==> src/rtl/ram_ctrl_pkg.sv <==
// Shared constants and FSM state encoding for the RAM128 access sequencer.
package ram_ctrl_pkg;

    localparam int unsigned RAM_AW     = 7;
    localparam int unsigned RAM_DW     = 32;
    localparam int unsigned RAM_WE_W   = 4;
    localparam int unsigned RAM_RD_LAT = 2;

    typedef enum logic [1:0] {
        IDLE  = 2'd0,
        ISSUE = 2'd1,
        WAIT  = 2'd2,
        ACK   = 2'd3
    } state_e;

endpackage : ram_ctrl_pkg

==> src/rtl/rr_arb2.sv <==
// Two-way round-robin picker: on a tie the requester that did not win last gets the grant.
module rr_arb2 (
    input  logic [1:0] req,
    input  logic       last,
    output logic [1:0] gnt_c
);

    // One-hot grant; single request always wins, tie goes to the side != last
    always_comb begin
        gnt_c = 2'b00;
        case (req)
            2'b01:   gnt_c = 2'b01;
            2'b10:   gnt_c = 2'b10;
            2'b11:   gnt_c = last ? 2'b01 : 2'b10;
            default: gnt_c = 2'b00;
        endcase
    end

endmodule : rr_arb2

==> src/rtl/ram128_arbiter.sv <==
// Serialises single-word transactions from two requesters onto one RAM128 port.
// Every access (read or write) occupies ISSUE + RD_LAT WAIT cycles, so a delayed
// RAM128 write always commits before the next access starts.
module ram128_arbiter
    import ram_ctrl_pkg::*;
#(
    parameter int unsigned AW     = RAM_AW,
    parameter int unsigned DW     = RAM_DW,
    parameter int unsigned RD_LAT = RAM_RD_LAT
) (
    input  logic                CLK,
    input  logic                RST,
    input  logic                r0_req,
    input  logic [RAM_WE_W-1:0] r0_we,
    input  logic [AW-1:0]       r0_addr,
    input  logic [DW-1:0]       r0_wdata,
    output logic                r0_ack,
    output logic [DW-1:0]       r0_rdata,
    input  logic                r1_req,
    input  logic [RAM_WE_W-1:0] r1_we,
    input  logic [AW-1:0]       r1_addr,
    input  logic [DW-1:0]       r1_wdata,
    output logic                r1_ack,
    output logic [DW-1:0]       r1_rdata,
    output logic                ram_en,
    output logic [RAM_WE_W-1:0] ram_we,
    output logic [AW-1:0]       ram_a,
    output logic [DW-1:0]       ram_di,
    input  logic [DW-1:0]       ram_do,
    output logic                busy,
    output logic                gnt_id
);

    localparam int unsigned CNT_W = (RD_LAT > 1) ? $clog2(RD_LAT) : 1;

    state_e                state_q;
    state_e                state_d;
    logic [CNT_W-1:0]      cnt_q;
    logic [CNT_W-1:0]      cnt_d;
    logic [RAM_WE_W-1:0]   cap_we_q;
    logic                  rr_last_q;

    logic [1:0]            gnt_c;
    logic [RAM_WE_W-1:0]   win_we_c;
    logic                  capture_c;
    logic                  ram_en_d;
    logic [RAM_WE_W-1:0]   ram_we_d;
    logic [1:0]            ack_d;
    logic                  load_rdata_d;
    logic                  busy_d;

    rr_arb2 u_rr_arb2 (
        .req   ({r1_req, r0_req}),
        .last  (rr_last_q),
        .gnt_c (gnt_c)
    );

    assign win_we_c = gnt_c[1] ? r1_we : r0_we;

    // Next-state, latency counter and next values of the registered outputs
    always_comb begin
        state_d      = state_q;
        cnt_d        = cnt_q;
        capture_c    = 1'b0;
        ram_en_d     = 1'b0;
        ram_we_d     = '0;
        ack_d        = 2'b00;
        load_rdata_d = 1'b0;
        case (state_q)
            IDLE: begin
                if (|gnt_c) begin
                    state_d   = ISSUE;
                    capture_c = 1'b1;
                    ram_en_d  = 1'b1;
                    ram_we_d  = win_we_c;
                end
            end
            ISSUE: begin
                state_d  = WAIT;
                cnt_d    = '0;
                ram_en_d = 1'b1;
            end
            WAIT: begin
                if (cnt_q == CNT_W'(RD_LAT - 1)) begin
                    state_d      = ACK;
                    ack_d        = gnt_id ? 2'b10 : 2'b01;
                    load_rdata_d = (cap_we_q == '0);
                end else begin
                    cnt_d    = cnt_q + CNT_W'(1);
                    ram_en_d = 1'b1;
                end
            end
            ACK: begin
                state_d = IDLE;
            end
            default: begin
                state_d = IDLE;
            end
        endcase
        busy_d = (state_d != IDLE);
    end

    // State register and registered control outputs aligned with the new state
    always_ff @(posedge CLK) begin
        if (RST) begin
            state_q <= IDLE;
            cnt_q   <= '0;
            ram_en  <= 1'b0;
            ram_we  <= '0;
            r0_ack  <= 1'b0;
            r1_ack  <= 1'b0;
            busy    <= 1'b0;
        end else begin
            state_q <= state_d;
            cnt_q   <= cnt_d;
            ram_en  <= ram_en_d;
            ram_we  <= ram_we_d;
            r0_ack  <= ack_d[0];
            r1_ack  <= ack_d[1];
            busy    <= busy_d;
        end
    end

    // Capture the winner's request; address/data stay on the RAM port until the next grant
    always_ff @(posedge CLK) begin
        if (RST) begin
            gnt_id   <= 1'b0;
            cap_we_q <= '0;
            ram_a    <= '0;
            ram_di   <= '0;
        end else if (capture_c) begin
            gnt_id   <= gnt_c[1];
            cap_we_q <= win_we_c;
            ram_a    <= gnt_c[1] ? r1_addr  : r0_addr;
            ram_di   <= gnt_c[1] ? r1_wdata : r0_wdata;
        end
    end

    // Read data return and round-robin pointer update on completion
    always_ff @(posedge CLK) begin
        if (RST) begin
            r0_rdata  <= '0;
            r1_rdata  <= '0;
            rr_last_q <= 1'b1;
        end else begin
            if (load_rdata_d) begin
                if (gnt_id) begin
                    r1_rdata <= ram_do;
                end else begin
                    r0_rdata <= ram_do;
                end
            end
            if (state_q == ACK) begin
                rr_last_q <= gnt_id;
            end
        end
    end

endmodule : ram128_arbiter
==> config.mk <==
export PLATFORM = sky130hd
export DESIGN_NAME = ram128_arbiter
export DESIGN_NICKNAME = d
export VERILOG_FILES = /design/src/rtl/ram_ctrl_pkg.sv /design/src/rtl/rr_arb2.sv /design/src/rtl/ram128_arbiter.sv
export SDC_FILE = /design/constraint.sdc
export NUM_CORES = 1
export LEC_CHECK = 0
export ABC_AREA = 1
export BUFFER_PORTS_ARGS = -buffer_cell sky130_fd_sc_hd__buf_2
export CELL_PAD_IN_SITES_DETAIL_PLACEMENT = 1
export CELL_PAD_IN_SITES_GLOBAL_PLACEMENT = 2
export CORE_AREA = 2 2 146 148
export CTS_BUF_LIST = sky130_fd_sc_hd__clkbuf_4 sky130_fd_sc_hd__clkbuf_8 sky130_fd_sc_hd__clkbuf_16
export CTS_CLUSTER_DIAMETER = 40
export DETAILED_ROUTE_END_ITERATION = 16
export DIE_AREA = 0 0 148 150
export PLACE_DENSITY_LB_ADDON = 0.1
export RECOVER_POWER = 25
export SLEW_MARGIN = 5
export SYNTH_ARGS = -nofsm -noshare
export SYNTH_HDL_FRONTEND = slang
export SYNTH_SLANG_ARGS = --single-unit
==> constraint.sdc <==
create_clock -name CLK -period 2.75 [get_ports CLK]
set_input_delay 0 -clock CLK [delete_from_list [all_inputs] [get_ports CLK]]
set_output_delay 0 -clock CLK [all_outputs]
set_load 0.02 [all_outputs]
Word-level counts from Yosys, hierarchy flattened:

Cells that the tools add are included.

* bits in registers: 120
* logic and storage cells: 52
* input port bits: 122
* output and inout bits: 112

* add/sub/neg operators: 1
* eq/ne operators: 6
* muxes and demuxes: 17
* bitwise gates (word level): 5
* reductions and logical operators: 9

Operators with widths (count)
* $mux 32: 1
* $eq 2x2->1 const B: 4
* $mux 2: 4
* $pmux 2 s4: 1
* $mux 7: 1
* $mux 1: 6
* $pmux 2 s3: 1
* $reduce_or 3->1: 2
* $not 1->1: 5
* $eq 2x1->1 const B: 2
* $logic_not 4->1: 1
* $mux 4: 1
* $reduce_and 2->1: 2
* $reduce_bool 2->1: 2
* $pmux 1 s3: 1
* $logic_not 2->1: 1
* $pmux 1 s2: 1
* $reduce_or 2->1: 1
* $add 1x1->1 const B: 1

Depth between registers and ports, before layout:

* depth in word-level cells: 6
* mapped depth: 9
* gate-level depth less buffers: 8

Cells and area by module:

From an unflattened synthesis, not the netlist that was laid out.

* cells, all modules: 771
* area, all modules: 5300.1 um2

By module, submodules not included
* ram128_arbiter: times used 1, seq. area each 2402.3 um2, area each 5278.8 um2, cells an instance 766
* rr_arb2: times used 1, seq. area each 0.0 um2, area each 21.3 um2, cells an instance 5

Worst setup path before layout:

No wires, ideal clock.

* path type: register to register
* from: register state_q[0]
* to: register r0_rdata[10]
* arrival: 1.274 ns
* path buffers: 1
* stages on the path, launching flop included: 9
* clock period less this slack: 1.387 ns
* slack: 1.363 ns
* cells stage by stage: dfxtp_1 > inv_1 > ha_1 > nand2_2 > nor2_4 > buf_2 > nand4_1 > nand2_1 > nor2_1

* cells in the longest elaborated chain, start to end: 3

Ends and longest elaborated chain
* start: declaration: line ram128_arbiter.sv:36 `state_e state_q;`
* start signal: assignment: line ram128_arbiter.sv:114 `state_q <= state_d;`
* $eq 2x2->1: line ram128_arbiter.sv:69 `case (state_q)`
* $mux 1: line ram128_arbiter.sv:69
* $reduce_and 2->1 (no source line)
* end signal: assignment: line ram128_arbiter.sv:150 `r0_rdata <= ram_do;`
* end: declaration: line ram128_arbiter.sv:18 `output logic [DW-1:0] r0_rdata,`

No other way between the ends.
A chain may end at the register's enable or synchronous reset.

Worst setup path after layout:

* from: register state_q[0]
* to: register ram_di[0]

* cells in the longest elaborated chain, start to end: 2

Ends and longest elaborated chain
* $logic_not 2->1: line ram128_arbiter.sv:69
* $mux 1: line ram128_arbiter.sv:69
* end signal: assignment: line ram128_arbiter.sv:135 `ram_di <= gnt_c[1] ? r1_wdata : r0_wdata;`
* end: declaration: line ram128_arbiter.sv:28 `output logic [DW-1:0] ram_di,`

No other way between the ends.

==> results by group <==
Global route
  • GR Overflow Total: 0
  • First-pass GRT wire length: 32.6 mm
  • Via count of the first global-routing pass: 6511
  • Total Routing Usage GR: 18.3%
  • Initial antenna violation count: 0
  • Largest net degree at the start of global routing: 65

Clocking
  • Clock sinks: 120
  • CTS buffer count: 17
  • Root Buffer: clkbuf_16
  • Post-CTS Hold Buffers: 119
  • Skew-Pair Late Insertion Delay: 410 ps
  • Setup repair bufs after CTS: 0
  • CTS Buffer Depth: 2
  • Clk pin slew, worst setup/hold paths: 50 ps
  • H-Tree Depth: 4
  • CTS resizes: 0
  • CTS tree: yes

Setup path
  • Crit-path max cell delay: 580 ps
  • R2r setup slk: 290 ps
  • Reg-to-reg endpoint: ram_di[0]
  • WP buf/inv: 4
  • Critical path launch point type: flop
  • Crit path from: state_q[0]
  • Critical R2R Launch: state_q[0]
  • Critical path capture point type: flop
  • Max FO, Critical Path: 20
  • Critical Path Stages: 9
  • Top delay family on crit path: buffers and inverters
  • CP Cell Sequence: inv_1 -> ha_1 -> inv_1 -> nor2_4 -> buf_4 -> nand2_1 -> a21oi_1 -> dlygate4sd3_1 -> nor2_1
  • Crit-path most repeated cell: inv_1
  • CP arrival: 2760 ps
  • Crit path max-delay cell type: dlygate4sd3_1
  • Setup crit end: ram_di[0]
  • Worst EP required: 3050 ps
  • Worst Reg2Reg Path Length in Cells: 9
  • CP Class: flop to flop

Placed design
  • Cell area after placement: 0.00665 mm²
  • IO Port Bufs: 233
  • Post-Place Worst Slack: 827 ps
  • Final GP Congestion: 0.727
  • Hpwl dp: 12.8 mm

Logic synthesis
  • Top-area cell type share of the netlist area: 45.3%
  • Post-synth EDFFs: 0
  • Post-synth net total: 879
  • Cell area after synthesis: 0.00530 mm²
  • Netlist cell types: 20
  • Most instantiated cells after synthesis: 177 x nor2_1, 122 x nand2_1, 120 x dfxtp_1, 64 x nand4_1, 49 x nand3_1
  • Async set-or-reset flop fraction in the synthesized netlist: 0%
  • Main synth FF type: dfxtp_1
  • Synth area leader: dfxtp_1
  • Yosys reg bits: 120
  • Count leader, synth: nor2_1
  • Synth warn: 0
  • Register area share after synthesis: 45.3%
  • Synth top area cells: dfxtp_1 45%, nor2_1 13%, nand2_1 8.6%
  • Synthesized area per cell: 7.07 µm²
  • Gate Count Post-Synth: 750

STA
  • Setup TNS: 0 ps
  • Final Hold Fails: 0
  • Fin. max-slew vios: 0
  • Post-route setup slack: 290 ps
  • Max Clk Rate: 0.407 GHz
  • Hold WS: 61.2 ps
  • Clock Skews: 9.78 ps
  • Setup Viol. Count Final: 0
  • Period Utilization, post-route: 89.4%
  • Post-layout minimum cycle time: 2460 ps
  • RSZ-0062 raised after global routing: no
  • Slew headroom: 39.9%
  • Slew @ Worst Pin: 898 ps

Finish
  • Final core occ: 40.7%
  • Share of cells above drive strength 1: 21.7%
  • Final Instance Area: 0.00841 mm²
  • Fillers: 2649
  • Area growth syn-to-layout: 58.6%
  • Total Nets Final: 1206

Worst hold path
  • Hold Crit Class: primary input to flop

Floorplan
  • Rows: 53
  • DIE HEIGHT: 150 µm
  • Initial core utilization: 25.6%
  • IO Count: 234
  • Placeable Area: 0.0207 mm²
  • Die extent in x: 148 µm
  • Die ar.: 0.0222 mm²

Power
  • Peak supply drop: 389 µV
  • Static Leak: 0.00396 µW
  • PwrDens: 694 mW/mm²

Drt
  • Vias per cell: 4.54
  • TritonRoute pass-1 iters: 5
  • DRC errors left: 0
  • Final WL: 20.1 mm
  • Routed len/inst: 14.7 µm
  • Iteration-0 DRC Markers: 187
  • ANT nets after route: 0
  • Vias: 6207

Outcome
  • Outcome: completed

Job
  • Max-Cap Viols: 0
## power by group
| group | internal [µW] | total, µW | switching (µW) | leakage [µW] |
|---|---|---|---|---|
| combinational | 568 | 1420 | 852 | 0.00266 |
| sequential | 1910 | 2000 | 90.1 | 0.000979 |
| clock | 1620 | 2420 | 797 | 0.000318 |
## flip-flops by register name (all words and copies together), names as in the netlist
name / flops
ram_en: 1
state_q: 2
r0_rdata: 32
gnt_id: 1
rr_last_q: 1
busy: 1
r0_ack: 1
cap_we_q: 4
r1_rdata: 32
ram_a: 7
r1_ack: 1
ram_we: 4
ram_di: 32
cnt_q: 1
## per-stage QoR
stage               instances  total power [µW]
floorplan                 750              2810
global placement         1214              3230
detailed placement       1214              3240
CTS                      1365              5940
global route             1365              6190
finish                   1366              5840
## worst reg2reg max path: cells and delay by family (launching register included)
kind,cells,cell delay (ps)
buf+inv,4,1140
simple gates,3,540
fa+ha+maj,1,200
flops,1,340
compound gates,1,130
## how the worst min path moves through the flow
stage                  from         end  slack (ps)  cells past startpoint
3_3_place_gp   r0_wdata[12]  ram_di[12]         220                      3
6_report             r0_req  state_q[1]          60                      6
4_1_cts              r0_req  state_q[1]          50                      6
5_1_grt              r0_req  state_q[1]          90                      6
2_1_floorplan           RST      gnt_id          70                      1
3_5_place_dp   r0_wdata[24]  ram_di[24]         230                      3
## layout by cell type (no fill, tap or decap)
cell,netlist,layout
a21oi_1,42,42
buf_12,0,2
buf_2,30,175
buf_4,1,13
bufinv_16,0,4
clkbuf_1,16,58
clkbuf_16,0,17
clkbuf_4,0,4
clkbuf_8,0,3
clkinv_2,0,4
clkinvlp_4,0,1
dfxtp_1,120,120
diode_2,0,1
dlygate4sd3_1,0,119
ha_1,7,7
inv_1,47,46
inv_2,4,4
nand2_1,122,122
nand2_2,3,3
nand3_1,49,49
nand3_2,1,1
nand4_1,64,64
nor2_1,177,176
nor2_4,5,6
nor3_1,1,1
o21ai_0,6,6
o21ai_1,43,43
## cell families after synthesis
| family | after synthesis | synth area share (%) |
|---|---|---|
| flops | 120 | 45.3 |
| simple gates | 422 | 35.0 |
| compound gates | 91 | 8.59 |
| buf+inv | 110 | 9.41 |
| fa+ha+maj | 7 | 1.65 |
## layout make-up
type / instances / area (µm²) / area share (%)
clock buffer: 24 / 497 / 5.91
tap: 275 / 344 / 4.09
inverter: 51 / 193 / 2.29
multi-input combinational: 520 / 2410 / 28.6
sequential: 120 / 2400 / 28.6
antenna: 1 / 2.50 / 0.0297
clock inverter: 8 / 143 / 1.70
timing repair buffer: 367 / 2420 / 28.8
## metal layers
layer	vias to the layer above	global-route usage [%]	wire length, µm	part of all wire (%)
li1	3097	-	-	-
met1	2900	21.4	8500	42
met2	183	32.1	9880	49
met3	27	5.34	1370	6.8
met4	0	6.10	312	1.6
met5	-	0	0	0
No activity file was read; power rests on OpenSTA's default activity.
